<file path="src/rtl/branch_metric.sv">
// Branch-metric unit for a turbo-decoder constituent SISO: scales the partner's
// extrinsic LLR and forms saturated a2 / a1s+a3 / a1s+a2+a3 metrics through a two-stage pipeline.
module branch_metric #(
  parameter int N        = 5,
  parameter int M        = 6,
  parameter int MAX_ITER = 8,
  localparam int IW      = (MAX_ITER > 1) ? $clog2(MAX_ITER) : 1
) (
  input  logic                Clock,
  input  logic                nReset,
  input  logic                nClear,
  input  logic                in_valid,
  output logic                in_ready,
  input  logic signed [M-1:0] a1,
  input  logic signed [N-1:0] a2,
  input  logic signed [N-1:0] a3,
  input  logic                iter_done,
  output logic                out_valid,
  input  logic                out_ready,
  output logic signed [N-1:0] ba2,
  output logic signed [M:0]   ba1ba3,
  output logic signed [M:0]   ba1ba2ba3,
  output logic [IW-1:0]       iter_count,
  output logic                frame_done
);

  // Three sign-extended operands of at most M bits never overflow M+2 bits.
  localparam int SW = M + 2;
  localparam logic [IW-1:0] LAST_ITER = IW'(MAX_ITER - 1);

  function automatic logic signed [M-1:0] scale_a1(input logic signed [M-1:0] x);
    return x - (x >>> 2'd2);
  endfunction

  function automatic logic signed [M:0] sat(input logic signed [SW-1:0] x);
    logic signed [M:0] r;
    if (x[SW-1] == x[SW-2]) begin
      r = x[M:0];
    end else if (x[SW-1]) begin
      r = {1'b1, {M{1'b0}}};
    end else begin
      r = {1'b0, {M{1'b1}}};
    end
    return r;
  endfunction

  logic                s1_valid_r;
  logic signed [M-1:0] s1_a1s_r;
  logic signed [N-1:0] s1_a2_r;
  logic signed [N-1:0] s1_a3_r;
  logic                out_valid_r;
  logic signed [N-1:0] ba2_r;
  logic signed [M:0]   ba1ba3_r;
  logic signed [M:0]   ba1ba2ba3_r;
  logic [IW-1:0]       iter_count_r;
  logic                frame_done_r;

  logic                s2_load_s;
  logic                s1_move_s;
  logic                s1_load_s;
  logic signed [SW-1:0] a1s_ext_s;
  logic signed [SW-1:0] a2_ext_s;
  logic signed [SW-1:0] a3_ext_s;
  logic signed [SW-1:0] sum13_s;
  logic signed [SW-1:0] sum123_s;

  // Handshake: each stage refills when empty or when its content moves on.
  assign s2_load_s = !out_valid_r || out_ready;
  assign s1_move_s = s1_valid_r && s2_load_s;
  assign s1_load_s = !s1_valid_r || s1_move_s;
  assign in_ready  = s1_load_s;

  // Widen S1 operands and form the raw sums ahead of saturation.
  always_comb begin
    a1s_ext_s = {{(SW-M){s1_a1s_r[M-1]}}, s1_a1s_r};
    a2_ext_s  = {{(SW-N){s1_a2_r[N-1]}}, s1_a2_r};
    a3_ext_s  = {{(SW-N){s1_a3_r[N-1]}}, s1_a3_r};
    sum13_s   = a1s_ext_s + a3_ext_s;
    sum123_s  = a1s_ext_s + a2_ext_s + a3_ext_s;
  end

  // Stage 1: capture the triple; the first half-iteration has no extrinsic input yet.
  always_ff @(posedge Clock or negedge nReset) begin
    if (!nReset) begin
      s1_valid_r <= 1'b0;
      s1_a1s_r   <= {M{1'b0}};
      s1_a2_r    <= {N{1'b0}};
      s1_a3_r    <= {N{1'b0}};
    end else if (!nClear) begin
      s1_valid_r <= 1'b0;
      s1_a1s_r   <= {M{1'b0}};
      s1_a2_r    <= {N{1'b0}};
      s1_a3_r    <= {N{1'b0}};
    end else if (s1_load_s) begin
      s1_valid_r <= in_valid;
      if (in_valid) begin
        s1_a1s_r <= (iter_count_r == {IW{1'b0}}) ? {M{1'b0}} : scale_a1(a1);
        s1_a2_r  <= a2;
        s1_a3_r  <= a3;
      end else begin
        s1_a1s_r <= s1_a1s_r;
        s1_a2_r  <= s1_a2_r;
        s1_a3_r  <= s1_a3_r;
      end
    end else begin
      s1_valid_r <= s1_valid_r;
    end
  end

  // Stage 2: register the saturated metrics; data holds while stalled or bubbling.
  always_ff @(posedge Clock or negedge nReset) begin
    if (!nReset) begin
      out_valid_r <= 1'b0;
      ba2_r       <= {N{1'b0}};
      ba1ba3_r    <= {(M+1){1'b0}};
      ba1ba2ba3_r <= {(M+1){1'b0}};
    end else if (!nClear) begin
      out_valid_r <= 1'b0;
      ba2_r       <= {N{1'b0}};
      ba1ba3_r    <= {(M+1){1'b0}};
      ba1ba2ba3_r <= {(M+1){1'b0}};
    end else if (s2_load_s) begin
      out_valid_r <= s1_valid_r;
      if (s1_valid_r) begin
        ba2_r       <= s1_a2_r;
        ba1ba3_r    <= sat(sum13_s);
        ba1ba2ba3_r <= sat(sum123_s);
      end else begin
        ba2_r       <= ba2_r;
        ba1ba3_r    <= ba1ba3_r;
        ba1ba2ba3_r <= ba1ba2ba3_r;
      end
    end else begin
      out_valid_r <= out_valid_r;
    end
  end

  // Half-iteration counter; frame_done marks the wrap one cycle later.
  always_ff @(posedge Clock or negedge nReset) begin
    if (!nReset) begin
      iter_count_r <= {IW{1'b0}};
      frame_done_r <= 1'b0;
    end else if (!nClear) begin
      iter_count_r <= {IW{1'b0}};
      frame_done_r <= 1'b0;
    end else if (iter_done) begin
      if (iter_count_r == LAST_ITER) begin
        iter_count_r <= {IW{1'b0}};
        frame_done_r <= 1'b1;
      end else begin
        iter_count_r <= iter_count_r + IW'(1);
        frame_done_r <= 1'b0;
      end
    end else begin
      iter_count_r <= iter_count_r;
      frame_done_r <= 1'b0;
    end
  end

  assign out_valid  = out_valid_r;
  assign ba2        = ba2_r;
  assign ba1ba3     = ba1ba3_r;
  assign ba1ba2ba3  = ba1ba2ba3_r;
  assign iter_count = iter_count_r;
  assign frame_done = frame_done_r;

endmodule

</file>
<file path="config.mk">
export PLATFORM = sky130hd
export DESIGN_NAME = branch_metric
export DESIGN_NICKNAME = d
export VERILOG_FILES = /design/src/rtl/branch_metric.sv
export SDC_FILE = /design/constraint.sdc
export NUM_CORES = 1
export LEC_CHECK = 0
export CAP_MARGIN = 20
export CORE_MARGIN = 2
export CORE_UTILIZATION = 48
export CTS_BUF_LIST = sky130_fd_sc_hd__clkbuf_8
export DETAILED_ROUTE_END_ITERATION = 16
export GPL_ROUTABILITY_DRIVEN = 0
export PLACE_DENSITY = 0.85
export REMOVE_ABC_BUFFERS = 1
export SLEW_MARGIN = 20
export SYNTH_ARGS = -nofsm -noshare
export SYNTH_HDL_FRONTEND = slang
export SYNTH_SLANG_ARGS = --single-unit
</file>
<file path="constraint.sdc">
create_clock -name Clock -period 2.7 [get_ports Clock]
set_clock_uncertainty 0.05 [all_clocks]
set_input_delay 0.81 -clock Clock [delete_from_list [all_inputs] [get_ports Clock]]
set_output_delay 0.81 -clock Clock [all_outputs]
set_load 0.005 [all_outputs]
</file>
# Word level (Yosys, flattened, before mapping)
# Cells that the tools add are included.
[op_classes]
add_sub_neg = 5
eq_ne = 8
n_mux = 33
n_reduce_logical = 8
[op_table]
columns = ["operator", "count"]
rows = [
  ["$mux 7", 10],
  ["$mux 5", 9],
  ["$mux 6", 4],
  ["$add 6x5->7", 2],
  ["$ne 2x1->1 const B", 5],
  ["$mux 3", 3],
  ["$add 7x5->8", 1],
  ["$mux 1", 7],
  ["$sub 6x4->6", 1],
  ["$reduce_and 2->1", 2],
  ["$add 3x1->3 const B", 1],
  ["$eq 3x3->1 const B", 1],
  ["$logic_not 3->1", 1],
  ["$eq 1x1->1", 2],
  ["$logic_not 1->1", 2],
  ["$logic_or 1x1->1", 2],
  ["$logic_and 1x1->1", 1],
]
[totals]
ff_bits = 41
input_bits = 22
output_inout_bits = 25
elab_cells = 64

# Depth between registers and ports, before layout
# Gate-level depths: netlist (run 1).
[depth]
ltp_word = 7
ltp_mapped = 10

# Worst setup path after synthesis (run 1)
# OpenSTA, ideal clock, no wires.
[synth_path]
kind = "register to register"
start = "register s1_a1s_r[1]"
end = "register ba1ba2ba3_r[0], in the netlist ba1ba2ba3[0]"
setup_ns = 0.152
t_arrival_ns = 2.587
setup_slack_ns = -0.089
stages_incl_launch_ff = 11
synth_period_minus_slack_ns = 2.789
path_cell_list = "dfrtp_1 > inv_1 > fa_1 > inv_1 > ha_1 > fa_1 > a211oi_1 > o21a_1 > nor2_1 > xnor2_1 > o211ai_1"
[synth_via]
elab_chain_len = 7
[synth_rtl]
columns = ["item", "line", "text"]
rows = [
  ["from (decl)", "48", "logic signed [M-1:0] s1_a1s_r;"],
  ["from (signal assigned)", "86", "s1_a1s_r <= {M{1'b0}};"],
  ["from (signal assigned)", "91", "s1_a1s_r <= {M{1'b0}};"],
  ["from (signal assigned)", "97", "s1_a1s_r <= (iter_count_r == {IW{1'b0}}) ? {M{1'b0}} : scale_a1(a1);"],
  ["$add 6x5->7 *", "79", "sum123_s = a1s_ext_s + a2_ext_s + a3_ext_s;"],
  ["$add 7x5->8 *", "79", ""],
  ["$mux 7 or $eq 1x1->1 (tied branches)", "39, 37", ""],
  ["$mux 7 *", "37", "if (x[SW-1] == x[SW-2]) begin"],
  ["$mux 7 *", "124", "if (s1_valid_r) begin"],
  ["$mux 7 *", "122", "end else if (s2_load_s) begin"],
  ["$mux 7 *", "117", "end else if (!nClear) begin"],
  ["to (signal assigned)", "116", "ba1ba2ba3_r <= {(M+1){1'b0}};"],
  ["to (signal assigned)", "121", "ba1ba2ba3_r <= {(M+1){1'b0}};"],
  ["to (signal assigned)", "127", "ba1ba2ba3_r <= sat(sum123_s);"],
  ["to (decl)", "54", "logic signed [M:0] ba1ba2ba3_r;"],
]
# Every way passes the cells marked *; elsewhere a longest branch is shown, timed or not. The select of a mux whose other input is x is not followed.
# A chain may end at the register's enable or synchronous reset.

# Worst setup path in the final report (run 1)
[layout_path]
start = "register s1_a1s_r[1]"
end = "register ba1ba2ba3_r[5], in the netlist ba1ba2ba3[5]"
# The elaborated chain is that of the path after synthesis.

==> results of run 1 <==
## layer usage
| metal | vias to the layer above | global-route usage (%) |
|---|---|---|
| met1 | 897 | 23.5 |
| li1 | 886 | - |
| met2 | 39 | 34.7 |
| met4 | 0 | 9.29 |
| met5 | - | 0 |
| met3 | 12 | 2.71 |
## cells by family (layout without fill, tap and decap cells)
logic type / count (synthesis) / after routing / synth area share [%]
AOI/OAI and AO/OA: 61 / 61 / 19.3
and+or+nand+nor: 43 / 43 / 8.26
DFF: 41 / 41 / 43.7
adders and majority gates: 29 / 29 / 18.3
buffers and inverters: 25 / 89 / 4.10
xor gates and xnor gates: 10 / 10 / 3.73
muxes: 6 / 6 / 2.56
## critical path, cell delays in order (launching register included)
cell                       delay [ps]
sky130_fd_sc_hd__dfrtp_1          360
sky130_fd_sc_hd__inv_2             40
sky130_fd_sc_hd__fa_1             520
sky130_fd_sc_hd__inv_1             40
sky130_fd_sc_hd__ha_2             190
sky130_fd_sc_hd__fa_2             380
sky130_fd_sc_hd__buf_4            140
sky130_fd_sc_hd__buf_4            130
sky130_fd_sc_hd__a21o_2           180
sky130_fd_sc_hd__a21oi_2          160
sky130_fd_sc_hd__xor2_1           260
sky130_fd_sc_hd__o311ai_4         120
## area by class of cell
| type | count | area (µm²) | share of cell area (%) |
|---|---|---|---|
| Sequential cell | 41 | 1030 | 32.9 |
| Clock buffer | 7 | 96.3 | 3.08 |
| Timing Repair Buffer | 62 | 574 | 18.4 |
| Inverter | 19 | 71.3 | 2.28 |
| Tap cell | 67 | 83.8 | 2.68 |
| Clock inverter | 1 | 5.00 | 0.160 |
| Multi-Input combinational cell | 149 | 1270 | 40.5 |
## worst min path at each step
| stage | startpoint | to |
|---|---|---|
| after global placement | ba1ba3[5] | ba1ba3[5] |
| after CTS | ba1ba3[3] | ba1ba3[3] |
| after detailed placement | ba1ba2ba3[6] | ba1ba2ba3[6] |
| after floorplan | s1_a2_r[1] | s1_a2_r[1] |
| after global routing | ba1ba2ba3[6] | ba1ba2ba3[6] |
| final | ba1ba2ba3[6] | ba1ba2ba3[6] |
## what timing repair did
item / 4_1_cts / 5_1_grt
gates resized for setup: 3 / 9
setup endpoints to repair: 4 / 5
setup buffers: 1 / 2
pin swaps: 1 / 10
## power groups by stage
stage | Sequential, mW | Clock, mW | Combinational (mW)
2_1_floorplan | 0.683 | 0 | 0.156
3_3_place_gp | 0.684 | 0 | 0.279
3_5_place_dp | 0.685 | 0 | 0.290
4_1_cts | 0.673 | 0.449 | 0.294
5_1_grt | 0.678 | 0.473 | 0.339
6_report | 0.673 | 0.444 | 0.305
## sequential cells by signal (all words and copies together) (netlist names)
name / cells
out_valid: 1
ba1ba2ba3: 7
s1_valid_r: 1
iter_count: 3
s1_a1s_r: 6
frame_done: 1
ba1ba3: 7
ba2: 5
s1_a3_r: 5
s1_a2_r: 5
## layout by cell type, fill, tap and decap left out, types with 2 or more instances in the layout
cell | Yosys | final
sky130_fd_sc_hd__clkdlybuf4s50_1 | 0 | 44
sky130_fd_sc_hd__dfrtp_1 | 41 | 41
sky130_fd_sc_hd__nand2_1 | 23 | 23
sky130_fd_sc_hd__ha_1 | 20 | 19
sky130_fd_sc_hd__a22o_1 | 17 | 17
sky130_fd_sc_hd__inv_1 | 19 | 16
sky130_fd_sc_hd__o21ai_0 | 16 | 16
sky130_fd_sc_hd__buf_4 | 0 | 16
sky130_fd_sc_hd__fa_1 | 9 | 8
sky130_fd_sc_hd__clkbuf_8 | 0 | 7
sky130_fd_sc_hd__mux2i_1 | 6 | 6
sky130_fd_sc_hd__nor2_1 | 7 | 6
sky130_fd_sc_hd__xnor2_1 | 6 | 6
sky130_fd_sc_hd__and3_1 | 4 | 4
sky130_fd_sc_hd__a21o_1 | 4 | 4
sky130_fd_sc_hd__nor2b_1 | 4 | 4
sky130_fd_sc_hd__o211ai_1 | 4 | 4
sky130_fd_sc_hd__a21oi_1 | 5 | 4
sky130_fd_sc_hd__xor2_1 | 4 | 4
sky130_fd_sc_hd__inv_2 | 0 | 3
sky130_fd_sc_hd__a21boi_2 | 2 | 2
sky130_fd_sc_hd__a211oi_2 | 1 | 2
sky130_fd_sc_hd__a21oi_2 | 1 | 2
sky130_fd_sc_hd__o311ai_2 | 1 | 2
sky130_fd_sc_hd__a21boi_0 | 2 | 2
==> out/metrics.cfg, run 1 <==
[detailed_routing]
routedWlPerCell_um = 14.5
routed_wirelength_um = 5000
drt-vias-per-instance = 5.30
route.top_layer_used = met4
drc_violations = 0
met2_wirelength_um = 2630
dr.pass1.iters = 4
wire_length_the_detailed_router_placed_on_met1_um = 2120
route.met3.wl_um = 132
postRouteAntennaNets = 0
drt-initial-drc-count = 79
vias = 1834

[timing]
finalSetupViolCount = 2
rsz0062_at_grt = yes
post-route-min-period_ps = 2720
timing.final.max_slew_violations = 0
worst_rel_slew_slack_pct = 60.5
achievable-frequency_mhz = 368
final_min_period_over_clock_period_pct = 101
fin_ws_ps = -15.1
fin_hold_ws_ps = 434
totalNegativeSetupSlack_ps = -15.2
report.final.hold_viol_count = 0
worst-slew-pin-transition_ps = 587

[setup_path]
timing.critical_path.to_type = flop
reg2reg_from = s1_a1s_r[1]
worstPathRequired_ps = 2820
timing.setup.critical_path_class = flop to flop
r2r_setup_slack_ps = -20
worst_reg2reg_endpoint = ba1ba2ba3[5]
startpoint_type = flop
path_max_fanout = 2
critPathCapture = ba1ba2ba3[5]
cp_data_arrival_time_ps = 2840
startpoint = s1_a1s_r[1]
r2r_cells = 11

[synth]
ys_top_cells_by_area = sky130_fd_sc_hd__dfrtp_1, sky130_fd_sc_hd__ha_1, sky130_fd_sc_hd__fa_1
number_of_synthesized_flops_with_an_enable_pin = 0
synth_seq_cells = 41
synthesized_area_per_cell_um2 = 10.9
synth-async-reset-ratio_pct = 100
yosys.cell_count.top_type = sky130_fd_sc_hd__dfrtp_1
synth_commonest_cells = sky130_fd_sc_hd__dfrtp_1, sky130_fd_sc_hd__nand2_1, sky130_fd_sc_hd__ha_1
synth_largest_area_cell = sky130_fd_sc_hd__dfrtp_1
synth.cell_area_um2 = 2350
yosys_most_used_dff = sky130_fd_sc_hd__dfrtp_1
post_synth_inst_count = 215
ys_warn_count = 0
synth.yosys.seq_area_share_pct = 43.7
netlist.area_leader.share_pct = 43.7
netlist-cell-type-count = 34

[min_path]
timing.hold.worst.class = flop to flop
worst_hold_path.num_cells = 2

[place]
dp.final_hpwl_um = 3670
port-buffer-count = 46
detailed_place.area_um2 = 2960
placed_cells = 335
pre_cts_slack_ps = -84.8

[global_routing]
maximum_number_of_pins_on_one_net_before_global_route_repair = 42
grt_overflow = 0
grt_first_pass_wirelength_um = 8090
grt_pass1_vias = 1844
grt_use_total_pct = 19.6
initial_antenna_violation_count = 0

[clock_tree]
number_of_levels_in_the_clock_h_tree = 2
cts_root_buf = sky130_fd_sc_hd__clkbuf_8
cts_sink_cnt = 41
cts-root-to-sink-buffers = 2
source_to_sink_clock_delay_at_the_later_pin_of_the_worst_skew_pair_ps = 300
clkSlewWorstSetupHoldPaths_ps = 80
cts_hold_repair.buffers = 0
cts_inserted_buffers = 5
cts_tree = built

[run_status]
violations = setup timing
status = finished with violations

[die]
core_um2 = 4720
chip_height_um = 73.9
std_cell_rows = 25
initial_core_util_pct = 49.7
ioPinCount = 47
floorplan.die.width_um = 73.9
dieArea_um2 = 5470

[cells_and_area]
final_non_filler_cell_area_um2 = 3120
final.fill_count = 371
finish.utilization_pct = 66.1
n_antenna_cell = 0
area_delta_synth_final_pct = 33.0
post_route_cells_drive_above_1_share_pct = 14.7
post_layout_nets = 329
final_cell_count_no_fill = 346

[power]
pwr-share-comb_pct = 21.4
pwr-share-clk_pct = 31.2
power-per-cell-area_nw_per_um2 = 456
power.static_leakage_nw = 1.51
intPower_mw = 1.03
p_sw_share_pct = 27.4
peak_supply_drop_uv = 222
power.net_switching_mw = 0.390
total_power_mw = 1.42
p_seq_share_pct = 47.3

[run]
maxCapViolations = 0

(Power assumes the default switching activity.)
==> run 2: changes to the inputs <==
Settings changed: CORE_MARGIN 2 to default, SKIP_LAST_GASP from default to 1.
==> run 2 against run 1 <==
  * The run still ends with setup timing left
  * Global-route usage grew 1.1 points
  * Worst setup slack improved by 3.9 ps
  * Non-clock buffer count is the same
  * Core utilization grew 0.079 points
  * Wire length decreased by 1.2%
  * Via count down 2.1%
  * Final area grew 0.12%
  * Hold slack improved by 2.4 ps
  * Maximum frequency grew 0.14%
  * Sequential power barely moved
  * Register-to-register slack hardly changed
  * Flip-flop and latch count unchanged
==> out/metrics.cfg, run 2 (synthesis results as in run 1) <==
[power]
peak_supply_drop_uv = 216  ; was 222 µV
total_power_mw = 1.49  ; was 1.42 mW
power-per-cell-area_nw_per_um2 = 477  ; was 456 nW/µm²
power.static_leakage_nw = 1.51  ; about the same

[timing]
finalSetupViolCount = 1  ; was 2
timing.final.max_slew_violations = 0  ; unchanged
totalNegativeSetupSlack_ps = -11.2  ; was -15.2 ps
fin_ws_ps = -11.2  ; was -15.1 ps
report.final.hold_viol_count = 0  ; unchanged
worst_rel_slew_slack_pct = 60.9  ; was 60.5%
final_min_period_over_clock_period_pct = 100  ; was 101%
achievable-frequency_mhz = 369  ; was 368 MHz
worst-slew-pin-transition_ps = 581  ; was 587 ps
post-route-min-period_ps = 2710  ; was 2720 ps
rsz0062_at_grt = yes  ; unchanged

[detailed_routing]
postRouteAntennaNets = 0  ; unchanged
routedWlPerCell_um = 14.3  ; was 14.5 µm
vias = 1796  ; was 1834
drt-initial-drc-count = 78  ; was 79
routed_wirelength_um = 4940  ; was 5000 µm
drc_violations = 0  ; unchanged
dr.pass1.iters = 4  ; unchanged
drt-vias-per-instance = 5.19  ; was 5.30

[min_path]
timing.hold.worst.class = flop to flop  ; unchanged

[die]
core_um2 = 4720  ; unchanged
floorplan.die.width_um = 71.9  ; was 73.9 µm
ioPinCount = 47  ; unchanged
chip_height_um = 71.9  ; was 73.9 µm
dieArea_um2 = 5170  ; was 5470 µm²
initial_core_util_pct = 49.7  ; unchanged
std_cell_rows = 25  ; unchanged

[clock_tree]
cts_root_buf = sky130_fd_sc_hd__clkbuf_8  ; unchanged
cts-root-to-sink-buffers = 2  ; unchanged
clkSlewWorstSetupHoldPaths_ps = 90  ; was 80 ps
cts_sink_cnt = 41  ; unchanged
number_of_levels_in_the_clock_h_tree = 2  ; unchanged
cts_tree = built  ; unchanged
cts_inserted_buffers = 5  ; unchanged
source_to_sink_clock_delay_at_the_later_pin_of_the_worst_skew_pair_ps = 300  ; about the same
cts_hold_repair.buffers = 0  ; unchanged

[cells_and_area]
post_route_cells_drive_above_1_share_pct = 14.0  ; was 14.7%
n_antenna_cell = 0  ; unchanged
layout.cells.most_common_list = sky130_fd_sc_hd__clkdlybuf4s50_1, sky130_fd_sc_hd__dfrtp_1, sky130_fd_sc_hd__nand2_1  ; unchanged
area_delta_synth_final_pct = 33.2  ; was 33.0%
post_layout_nets = 329  ; unchanged
final_cell_count_no_fill = 346  ; unchanged
final_common_cell = sky130_fd_sc_hd__clkdlybuf4s50_1  ; unchanged

[global_routing]
initial_antenna_violation_count = 0  ; unchanged
grt_first_pass_wirelength_um = 8110  ; was 8090 µm
maximum_number_of_pins_on_one_net_before_global_route_repair = 42  ; unchanged
grt_use_total_pct = 20.7  ; was 19.6%
grt_overflow = 0  ; unchanged
grt_pass1_vias = 1781  ; was 1844

[place]
port-buffer-count = 46  ; unchanged
placed_cells = 335  ; unchanged
dp.final_hpwl_um = 3620  ; was 3670 µm

[run_status]
violations = setup timing  ; unchanged
status = finished with violations  ; unchanged

[setup_path]
path_max_fanout = 6  ; was 2
cp_data_arrival_time_ps = 2860  ; was 2840 ps
worstPathRequired_ps = 2850  ; was 2820 ps
timing.critical_path.to_type = flop  ; unchanged
startpoint_type = flop  ; unchanged
timing.setup.critical_path_class = flop to flop  ; unchanged

[run]
maxCapViolations = 0  ; unchanged

[run 2: where the power goes]
group / switching [mW] / internal [mW]
clock: 0.221 / 0.301
combinational: 0.141 / 0.155
sequential: 0.0291 / 0.645
[run 2: worst max-delay path: stages (launching register included)]
cell and delay, ps:
sky130_fd_sc_hd__dfrtp_1 370, sky130_fd_sc_hd__inv_2 50, sky130_fd_sc_hd__fa_1 530, sky130_fd_sc_hd__inv_1 40, sky130_fd_sc_hd__ha_2 190, sky130_fd_sc_hd__fa_2 380
sky130_fd_sc_hd__a211oi_2 230, sky130_fd_sc_hd__o21a_1 180, sky130_fd_sc_hd__nor2_1 60, sky130_fd_sc_hd__xnor2_1 110, sky130_fd_sc_hd__buf_4 160, sky130_fd_sc_hd__o311ai_1 250
[run 2: final cells by class]
| type | count | area (µm²) |
|---|---|---|
| Fill cell | 372 | 1600 |
| Multi-Input combinational cell | 149 | 1250 |
| Sequential cell | 41 | 1030 |
| Timing Repair Buffer | 62 | 578 |
| Tap cell | 67 | 83.8 |
| Clock buffer | 6 | 82.6 |
| Inverter | 19 | 71.3 |
| Clock inverter | 2 | 37.5 |
[run 2: metrics by stage]
stage | hold WS [ps] | setup slack [ps] | cell area (µm²) | utilization (%)
4_1_cts | 446 | -11.7 | 3090 | 65.4
6_report | 437 | -11.2 | 3130 | 66.2
3_3_place_gp | 415 | -45.8 | 2960 | 62.6
3_5_place_dp | 428 | -65.6 | 2960 | 62.6
5_1_grt | 476 | -99.8 | 3130 | 66.2
2_1_floorplan | 423 | -98.2 | 2320 | -
[run 2: final timing paths]
path                                  from            to  slack [ps]  depth (start not counted)
min in group asynchronous           nReset  ba1ba2ba3[1]         510                          2
worst min register to register   ba1ba3[5]     ba1ba3[5]         440                          2
worst max-delay path            s1_a3_r[1]  ba1ba2ba3[3]         -10                         11
worst min-delay path             ba1ba3[5]     ba1ba3[5]         440                          2
worst max register to register  s1_a3_r[1]  ba1ba2ba3[3]         -10                         11
max in group asynchronous           nReset   s1_a1s_r[3]        1750                          2
[run 2: repair_timing]
item | in CTS | in global routing
setup endpoints to repair | 6 | 6
pin swaps | 1 | 6
setup buffers | 1 | 2
resized for setup | 2 | 8
[run 2: per-layer routing]
| layer | GRT usage (%) | vias up | part of all wire, % |
|---|---|---|---|
| met3 | 4.72 | 6 | 4.4 |
| met1 | 24.7 | 858 | 43 |
| li1 | - | 882 | - |
| met5 | 0 | - | 0 |
| met2 | 36.8 | 50 | 51 |
| met4 | 6.97 | 0 | 1.2 |
==> run 3: changes to the inputs <==
Settings changed: CELL_PAD_IN_SITES_DETAIL_PLACEMENT from default to 0, CELL_PAD_IN_SITES_GLOBAL_PLACEMENT from default to 1, CORE_UTILIZATION 48 to 38, PLACE_DENSITY 0.85 to 0.86.
==> run 3 against run 2 <==
  * The run now ends clean
  * Critical path depth rose by 1
  * Via count fell by 2.2%
  * Wire length fell by 3.8%
  * Final area rose by 0.88%
  * Flip-flop and latch count did not move
  * Largest cell class unchanged
  * Count of clock-buffer cells in the layout fell by 1
==> out/metrics.cfg, run 3 (synthesis results as in run 1) <==
[run_status]
status = finished clean  ; was finished with violations

[global_routing]
maximum_number_of_pins_on_one_net_before_global_route_repair = 42  ; unchanged
grt_overflow = 0  ; unchanged
grt_pass1_vias = 1764  ; was 1781
initial_antenna_violation_count = 0  ; unchanged
grt_first_pass_wirelength_um = 8020  ; was 8110 µm
grt_use_total_pct = 16.4  ; was 20.7%

[timing]
finalSetupViolCount = 0  ; was 1
post-route-min-period_ps = 2580  ; was 2710 ps
fin_hold_ws_ps = 421  ; was 437 ps
achievable-frequency_mhz = 387  ; was 369 MHz
worst-slew-pin-transition_ps = 576  ; was 581 ps
final_min_period_over_clock_period_pct = 95.6  ; was 100%
report.final.hold_viol_count = 0  ; unchanged
rsz0062_at_grt = yes  ; unchanged
fin_ws_ps = 119  ; was -11.2 ps
timing.final.max_slew_violations = 0  ; unchanged
worst_rel_slew_slack_pct = 61.2  ; was 60.9%

[power]
peak_supply_drop_uv = 210  ; was 216 µV
intPower_mw = 1.17  ; was 1.10 mW
power.net_switching_mw = 0.383  ; was 0.391 mW
power.static_leakage_nw = 1.52  ; was 1.51 nW
total_power_mw = 1.55  ; was 1.49 mW
p_seq_share_pct = 43.5  ; was 45.2%
pwr-share-clk_pct = 37.6  ; was 34.9%
pwr-share-comb_pct = 18.9  ; was 19.9%
p_sw_share_pct = 24.7  ; was 26.2%
power-per-cell-area_nw_per_um2 = 492  ; was 477 nW/µm²

[place]
pre_cts_slack_ps = -78.1  ; was -65.6 ps
detailed_place.area_um2 = 2990  ; was 2960 µm²
placed_cells = 344  ; was 335
port-buffer-count = 46  ; unchanged
dp.final_hpwl_um = 3550  ; was 3620 µm

[setup_path]
timing.critical_path.to_type = flop  ; unchanged
startpoint_type = flop  ; unchanged
worstPathRequired_ps = 2810  ; was 2850 ps
timing.setup.critical_path_class = flop to flop  ; unchanged
path_max_fanout = 6  ; unchanged
worst_reg2reg_endpoint = ba1ba2ba3[1]  ; was ba1ba2ba3[3]
cp_data_arrival_time_ps = 2700  ; was 2860 ps
startpoint = s1_a1s_r[1]  ; was s1_a3_r[1]
critPathCapture = ba1ba2ba3[1]  ; was ba1ba2ba3[3]
r2r_setup_slack_ps = 120  ; was -10 ps
reg2reg_from = s1_a1s_r[1]  ; was s1_a3_r[1]
r2r_cells = 12  ; was 11

[detailed_routing]
drc_violations = 0  ; unchanged
dr.pass1.iters = 4  ; unchanged
drt-initial-drc-count = 70  ; was 78
routed_wirelength_um = 4750  ; was 4940 µm
vias = 1756  ; was 1796
drt-vias-per-instance = 4.96  ; was 5.19
routedWlPerCell_um = 13.4  ; was 14.3 µm
postRouteAntennaNets = 0  ; unchanged

[clock_tree]
cts_root_buf = sky130_fd_sc_hd__clkbuf_8  ; unchanged
cts-root-to-sink-buffers = 2  ; unchanged
cts_tree = built  ; unchanged
number_of_levels_in_the_clock_h_tree = 2  ; unchanged
cts_sink_cnt = 41  ; unchanged
cts_inserted_buffers = 5  ; unchanged
source_to_sink_clock_delay_at_the_later_pin_of_the_worst_skew_pair_ps = 300  ; about the same
clkSlewWorstSetupHoldPaths_ps = 90  ; about the same

[run]
maxCapViolations = 0  ; unchanged

[die]
initial_core_util_pct = 39.4  ; was 49.7%
floorplan.die.width_um = 80.6  ; was 71.9 µm
ioPinCount = 47  ; unchanged
std_cell_rows = 28  ; was 25
dieArea_um2 = 6500  ; was 5170 µm²
core_um2 = 5960  ; was 4720 µm²
chip_height_um = 80.6  ; was 71.9 µm

[cells_and_area]
n_antenna_cell = 0  ; unchanged
area_delta_synth_final_pct = 34.4  ; was 33.2%
layout.cells.most_common_list = sky130_fd_sc_hd__clkdlybuf4s50_1, sky130_fd_sc_hd__dfrtp_1, sky130_fd_sc_hd__nand2_1  ; unchanged
final.fill_count = 566  ; was 372
final_common_cell = sky130_fd_sc_hd__clkdlybuf4s50_1  ; unchanged
final_cell_count_no_fill = 354  ; was 346
post_layout_nets = 329  ; unchanged
final_non_filler_cell_area_um2 = 3150  ; was 3130 µm²
post_route_cells_drive_above_1_share_pct = 12.9  ; was 14.0%

[min_path]
timing.hold.worst.class = input port to async pin  ; was flop to flop

[run 3: area by class of cell]
cell class,count,area [µm²],area share [%]
inverters,19,71.3,2.26
clock buffers,5,68.8,2.18
flip-flops and latches,41,1030,32.5
repair buffers,62,587,18.6
clock inverters,3,65.1,2.06
well taps,75,93.8,2.98
multi-input cells,149,1240,39.4
[run 3: what timing repair did]
action                     in CTS  in global routing
setup buffers                   1                  1
hold buffers                    0                  0
gates resized for setup         2                  4
pin swaps                       1                  2
setup endpoints to repair       4                  6
[run 3: routing by layer]
| metal | vias to the layer above | wire (µm) | global-route usage [%] |
|---|---|---|---|
| met2 | 33 | 2310 | 27.3 |
| met3 | 4 | 168 | 3.86 |
| met1 | 843 | 2230 | 21.3 |
| li1 | 876 | - | - |
| met5 | - | 0 | 0 |
| met4 | 0 | 37 | 4.11 |
[run 3: power groups by stage]
stage          Clock [mW]  Combinational, mW  Sequential [mW]
3_5_place_dp            0              0.289            0.686
4_1_cts             0.595              0.294            0.674
3_3_place_gp            0              0.286            0.684
6_report            0.583              0.293            0.674
5_1_grt             0.623              0.335            0.679
2_1_floorplan           0              0.156            0.683
[run 3: worst min-delay path by stage]
stage                from    endpoint  slack, ps  cells after the start
6_report           nReset      ba2[2]        420                      2
2_1_floorplan  s1_a2_r[1]  s1_a2_r[1]        420                      1
3_3_place_gp    ba1ba3[3]   ba1ba3[3]        420                      2
4_1_cts            nReset      ba2[2]        430                      2
5_1_grt            nReset      ba2[2]        430                      2
3_5_place_dp    ba1ba3[3]   ba1ba3[3]        420                      2
[run 3: through the flow]
stage                     util (%)  setup TNS (ps)
final                         53.0               0
after CTS                     52.6               0
after floorplan                  -            -545
after global placement        50.2           -49.4
after global routing          53.0            -263
after detailed placement      50.2            -129
[run 3: worst max-delay path: stages (launching register included)]
cell                       delay [ps]
sky130_fd_sc_hd__dfrtp_1          370
sky130_fd_sc_hd__inv_2             40
sky130_fd_sc_hd__fa_1             520
sky130_fd_sc_hd__inv_1             40
sky130_fd_sc_hd__ha_2             180
sky130_fd_sc_hd__fa_2             340
sky130_fd_sc_hd__a211oi_2         180
sky130_fd_sc_hd__o21a_1           170
sky130_fd_sc_hd__buf_4            110
sky130_fd_sc_hd__nor3b_1           40
sky130_fd_sc_hd__mux2i_1          140
sky130_fd_sc_hd__buf_4            170
sky130_fd_sc_hd__o211ai_1         100
